[src/rtl/execute_stage.sv]
// -----------------------------------------------------------------------------
// execute_stage
//
// Execute stage of the pipelined LC-3 datapath. It takes the registered
// instruction, next-PC and control fields from decode together with the
// register-file read data. It computes the ALU result, the address/target sum
// and the branch condition mask, then registers them with the pass-through
// memory/writeback controls for the downstream stages.
//
// Optional feature macro: EXEC_BYPASS_EN
//   defined   -> operands may be forwarded from this stage's own aluout or
//                from the memory stage (Mem_Bypass_Val); ALU forwarding wins.
//   undefined -> bypass ports are present but ignored; operands come straight
//                from VSR1/VSR2.
//
// Ports
//   clock, reset          single clock, synchronous active-high reset
//   enable_execute        capture enable; low holds every register
//   E_Control[5:0]        {alu_control[5:4], pcselect1[3:2], pcselect2[1], op2select[0]}
//   IR, npc_in            instruction and next PC from decode
//   Mem_Control_in        indirect memory access flag (LDI/STI)
//   W_Control_in[1:0]     writeback select
//   VSR1, VSR2            register-file data for sr1/sr2
//   bypass_alu_1/2        forward own aluout into operand 1/2
//   bypass_mem_1/2        forward Mem_Bypass_Val into operand 1/2
//   Mem_Bypass_Val        value returned by the memory stage
//   aluout, pcout, NZP    registered ALU result, address sum, condition mask
//   W_Control_out, Mem_Control_out, M_Data, IR_Exec, dr  registered pass-through
//   sr1, sr2              combinational register-file read addresses
// -----------------------------------------------------------------------------
module execute_stage (
  input  logic        clock,
  input  logic        reset,
  input  logic        enable_execute,
  input  logic [5:0]  E_Control,
  input  logic [15:0] IR,
  input  logic [15:0] npc_in,
  input  logic        Mem_Control_in,
  input  logic [1:0]  W_Control_in,
  input  logic [15:0] VSR1,
  input  logic [15:0] VSR2,
  input  logic        bypass_alu_1,
  input  logic        bypass_alu_2,
  input  logic        bypass_mem_1,
  input  logic        bypass_mem_2,
  input  logic [15:0] Mem_Bypass_Val,
  output logic [15:0] aluout,
  output logic [15:0] pcout,
  output logic [2:0]  NZP,
  output logic [1:0]  W_Control_out,
  output logic        Mem_Control_out,
  output logic [15:0] M_Data,
  output logic [15:0] IR_Exec,
  output logic [2:0]  dr,
  output logic [2:0]  sr1,
  output logic [2:0]  sr2
);

  logic [1:0]  alu_control;
  logic [1:0]  pcselect1;
  logic        pcselect2;
  logic        op2select;

  logic [15:0] op_a;
  logic [15:0] op_b;
  logic [15:0] alu_b;
  logic [15:0] alu_result;
  logic [15:0] addend1;
  logic [15:0] addend2;
  logic [15:0] pc_sum;
  logic [2:0]  nzp_next;

  assign alu_control = E_Control[5:4];
  assign pcselect1   = E_Control[3:2];
  assign pcselect2   = E_Control[1];
  assign op2select   = E_Control[0];

  // Stores (IR[13:12]==11) read their data register from the dr field, so
  // the second read port must point there for M_Data to be correct.
  assign sr1 = IR[8:6];
  assign sr2 = (IR[13:12] == 2'b11) ? IR[11:9] : IR[2:0];

`ifdef EXEC_BYPASS_EN
  // Forwarding from our own registered result takes priority because it is
  // the younger producer of the two.
  always_comb begin
    op_a = VSR1;
    if (bypass_alu_1)      op_a = aluout;
    else if (bypass_mem_1) op_a = Mem_Bypass_Val;
    op_b = VSR2;
    if (bypass_alu_2)      op_b = aluout;
    else if (bypass_mem_2) op_b = Mem_Bypass_Val;
  end
`else
  logic unused_bypass;
  assign unused_bypass = ^{bypass_alu_1, bypass_alu_2, bypass_mem_1,
                           bypass_mem_2, Mem_Bypass_Val};
  assign op_a = VSR1;
  assign op_b = VSR2;
`endif

  // ALU: imm5 is sign-extended when op2select selects the immediate form.
  always_comb begin
    alu_b = op2select ? op_b : {{11{IR[4]}}, IR[4:0]};
    case (alu_control)
      2'd1:    alu_result = op_a & alu_b;
      2'd2:    alu_result = ~op_a;
      default: alu_result = op_a + alu_b;
    endcase
  end

  // Address adder: offset field chosen by pcselect1, base by pcselect2.
  // The sum is deliberately truncated; wrap-around is legal on LC-3.
  always_comb begin
    case (pcselect1)
      2'd0:    addend1 = {{5{IR[10]}}, IR[10:0]};
      2'd1:    addend1 = {{7{IR[8]}},  IR[8:0]};
      2'd2:    addend1 = {{10{IR[5]}}, IR[5:0]};
      default: addend1 = 16'h0000;
    endcase
    addend2 = pcselect2 ? npc_in : op_a;
    pc_sum  = addend1 + addend2;
  end

  // Condition mask: ALU ops report the sign of their result, BR passes its
  // own nzp field through, JMP is unconditional, everything else is never.
  always_comb begin
    nzp_next = 3'b000;
    if (IR[13:12] == 2'b01)
      nzp_next = {alu_result[15], (alu_result == 16'h0000),
                  ~alu_result[15] & (alu_result != 16'h0000)};
    else if (IR[15:12] == 4'b0000)
      nzp_next = IR[11:9];
    else if (IR[15:12] == 4'b1100)
      nzp_next = 3'b111;
  end

  // Pipeline register toward memory/writeback; reset beats enable.
  always_ff @(posedge clock) begin
    if (reset) begin
      aluout          <= 16'h0000;
      pcout           <= 16'h0000;
      NZP             <= 3'b000;
      W_Control_out   <= 2'b00;
      Mem_Control_out <= 1'b0;
      M_Data          <= 16'h0000;
      IR_Exec         <= 16'h0000;
      dr              <= 3'b000;
    end else if (enable_execute) begin
      aluout          <= alu_result;
      pcout           <= pc_sum;
      NZP             <= nzp_next;
      W_Control_out   <= W_Control_in;
      Mem_Control_out <= Mem_Control_in;
      M_Data          <= op_b;
      IR_Exec         <= IR;
      dr              <= IR[11:9];
    end
  end

endmodule
[config.mk]
export PLATFORM = sky130hd
export DESIGN_NAME = execute_stage
export DESIGN_NICKNAME = d
export VERILOG_FILES = /design/src/rtl/execute_stage.sv
export SDC_FILE = /design/constraint.sdc
export NUM_CORES = 1
export LEC_CHECK = 0
export BUFFER_PORTS_ARGS = -buffer_cell sky130_fd_sc_hd__buf_2
export CELL_PAD_IN_SITES_DETAIL_PLACEMENT = 1
export CELL_PAD_IN_SITES_GLOBAL_PLACEMENT = 1
export CORE_MARGIN = 5
export CORE_UTILIZATION = 30
export DETAILED_ROUTE_END_ITERATION = 8
export PLACE_DENSITY = 0.8
export SETUP_SLACK_MARGIN = 0.15
export SLEW_MARGIN = 20
export SYNTH_ARGS = -nofsm -noshare
export SYNTH_HDL_FRONTEND = slang
export SYNTH_SLANG_ARGS = --single-unit
[constraint.sdc]
create_clock -name clock -period 4.96 [get_ports clock]
set_clock_uncertainty 0.05 [all_clocks]
set_input_delay 0.744 -clock clock [delete_from_list [all_inputs] [get_ports clock]]
set_output_delay 0.744 -clock clock [all_outputs]
set_load 0.1 [all_outputs]
==> metrics <==
Final period util=78.3%; Seq/Total Area, Yosys=28.9%; RSZ-0062 raised after global routing=false; CTS Buf Count=9; post-cts repair resize count=0; Max Clock Freq=0.257 GHz; status=finished, final reports clean; hold depth=2; later-pin clock latency in the skew report=0.34 ns; CTS root buf=clkbuf_16; Cells after Synth=591; commonest non-fill, non-tap cells in the layout=buf_2, nor2_1, dfxtp_1; Starting Density=30.6%; most common cell after layout, fill and taps aside=buf_2; Final Setup Violations=0; Post-Syn Area=0.00486 sq mm; drc violations=0; hold_buf cts=0; clk slew on worst S/H paths=0.06 ns; Unique masters post-synth=57; # rows=46; CTS tree=yes; Max-Cap Viols=0; dpl cells=931; Post-synth EDFFs=0; initial antenna violation count=2; vias in the first global route=4946; P_leak=3.07 nW; Congestion Overflow GR=0; Pins Over Slew Limit=0; area delta synth->final=25.4%; DIE WIDTH=137 um; Vias/cell=5.05; Synth Register Bits=70; dpl hpwl=13.0 mm; first-pass GRT wire length=25.4 mm; VDD IR max=0.000160 V; via count=4783; pin count of the biggest net entering global routing=45; Sink Count=70; WL/cell=17.1 um; setup TNS=0 ns; Detailed Route WL=16.3 mm; Bufs on Longest Clock Path=2; placer congestion estimate=0.876; nature of the critical path endpoint=flop; pwr dens=369 mW/mm^2; core area=0.0159 sq mm; Hold Fails Final Rpt=0; Pwr Total=2.24 mW; Final ANT Viol Nets=0; R2R cell count=3; crit-path max FO=17; setup bufs post-CTS=0; final core utilization=38.3%; layout cell share with drive strength beyond 1=26.7%; CP Data Required Time=5.15 ns; yosys warns=0; nets=859; # IOs=175; commonest register cell after synthesis=dfxtp_1; DIE AREA=0.0188 sq mm; HP Class=reg -> reg; Die Y=137 um; drt first pass iters=5; Avg Synthesized Cell Area=8.22 sq um; overall routing resource usage=17.4%; Final Non-Filler Cells=948; WP data arrival=4.07 ns; Port Buffers=154; crit path launch type=input pin; async set-or-reset flop fraction in the synthesized netlist=0%; Period minus WS final=3.89 ns; Slew @ Worst Pin=0.868 ns; relative slew slack=42.2%; Setup CP Type=in -> reg; CTS H-tree depth=3; syn nets=724; DRT iter0 DRCs=147
## final cells by class
class | count | area, sq um
clock buffers | 11 | 253
inverters | 21 | 78.8
fillers | 1988 | 9790
clock inverters | 5 | 56.3
repair buffers | 158 | 803
well taps | 216 | 270
flip-flops and latches | 70 | 1400
diodes | 1 | 2.50
multi-input cells | 466 | 3230
## path summary, 6_finish.rpt
path / start / end / slack [ns]
worst min-delay path: pcout[14]$_SDFFE_PP0P_ / pcout[14]$_SDFFE_PP0P_ / 0.39
worst max-delay path: E_Control[0] / NZP[0]$_SDFFE_PP0P_ / 1.07
worst max register to register: NZP[0]$_SDFFE_PP0P_ / NZP[0]$_SDFFE_PP0P_ / 4.10
worst min register to register: pcout[14]$_SDFFE_PP0P_ / pcout[14]$_SDFFE_PP0P_ / 0.39
## per-stage QoR
stage | hold WS [ns] | worst slack (ns) | area [sq um]
after detailed placement | 0.389 | 0.779 | 5780
after global routing | 0.433 | 0.901 | 6090
after floorplan | 0.818 | 1.15 | 4860
after CTS | 0.397 | 1.14 | 6090
after global placement | 0.381 | 0.837 | 5780
final | 0.391 | 1.07 | 6090
## power by group
| part | switching (mW) | internal (mW) | total (mW) | leakage (nW) |
|---|---|---|---|---|
| sequential | 0.0227 | 0.611 | 0.633 | 0.578 |
| clock | 0.259 | 0.417 | 0.675 | 0.152 |
| combinational | 0.688 | 0.248 | 0.936 | 2.34 |
| total | 0.969 | 1.28 | 2.24 | 3.07 |
## state kept, by name, summed over array words and instances, names as in the netlist
signal and cells:
NZP 3, M_Data 16, pcout 16, Mem_Control_out 1
aluout 16, IR_Exec 16, W_Control_out 2
## critical path, cell delays in order
cell	delay (ns)
buf_2	0.28
mux2_2	0.38
ha_1	0.23
fa_1	0.44
and3_1	0.21
or3_1	0.34
a31oi_1	0.25
o21a_1	0.16
nand4_1	0.10
nor4_1	0.44
nand4_1	0.21
a41o_1	0.26
## cell families after synthesis
family	synth area share, %
mux	14.9
compound gates	18.8
flops	28.9
buf+inv	4.72
fa+ha+maj	9.84
xor+xnor	3.25
simple gates	19.6
## metal layers
| metal | GRT usage (%) | wire (um) | vias up |
|---|---|---|---|
| li1 | - | - | 2376 |
| met5 | 0 | 25 | - |
| met2 | 28.6 | 7440 | 126 |
| met1 | 21.2 | 7230 | 2246 |
| met3 | 4.97 | 1110 | 31 |
| met4 | 7.32 | 461 | 4 |
## cells in the mapped netlist, types with 6 or more instances
cell      instances  area, sq um
a211oi_1          9         67.6
and3_1            6         37.5
nor2_1           78          293
mux2_2           12          135
a21o_1           15          113
xor2_1            7         61.3
and2_1           10         62.6
a221oi_1          7         61.3
buf_4             6         45.0
ha_1             35          438
o21ai_0          22          110
buf_1             9         33.8
nand4_1           6         37.5
nor3_1            9         45.0
a21oi_1          29          145
mux2i_1          59          591
nand3_1           9         45.0
nand2_1          65          244
inv_1            20         75.1
or3_1             8         50.1
o21ai_1           8         40.0
nand2b_1          9         56.3
clkbuf_1         19         71.3
dfxtp_1          70         1400
xnor2_1          11         96.3
(Power assumes the default switching activity.)
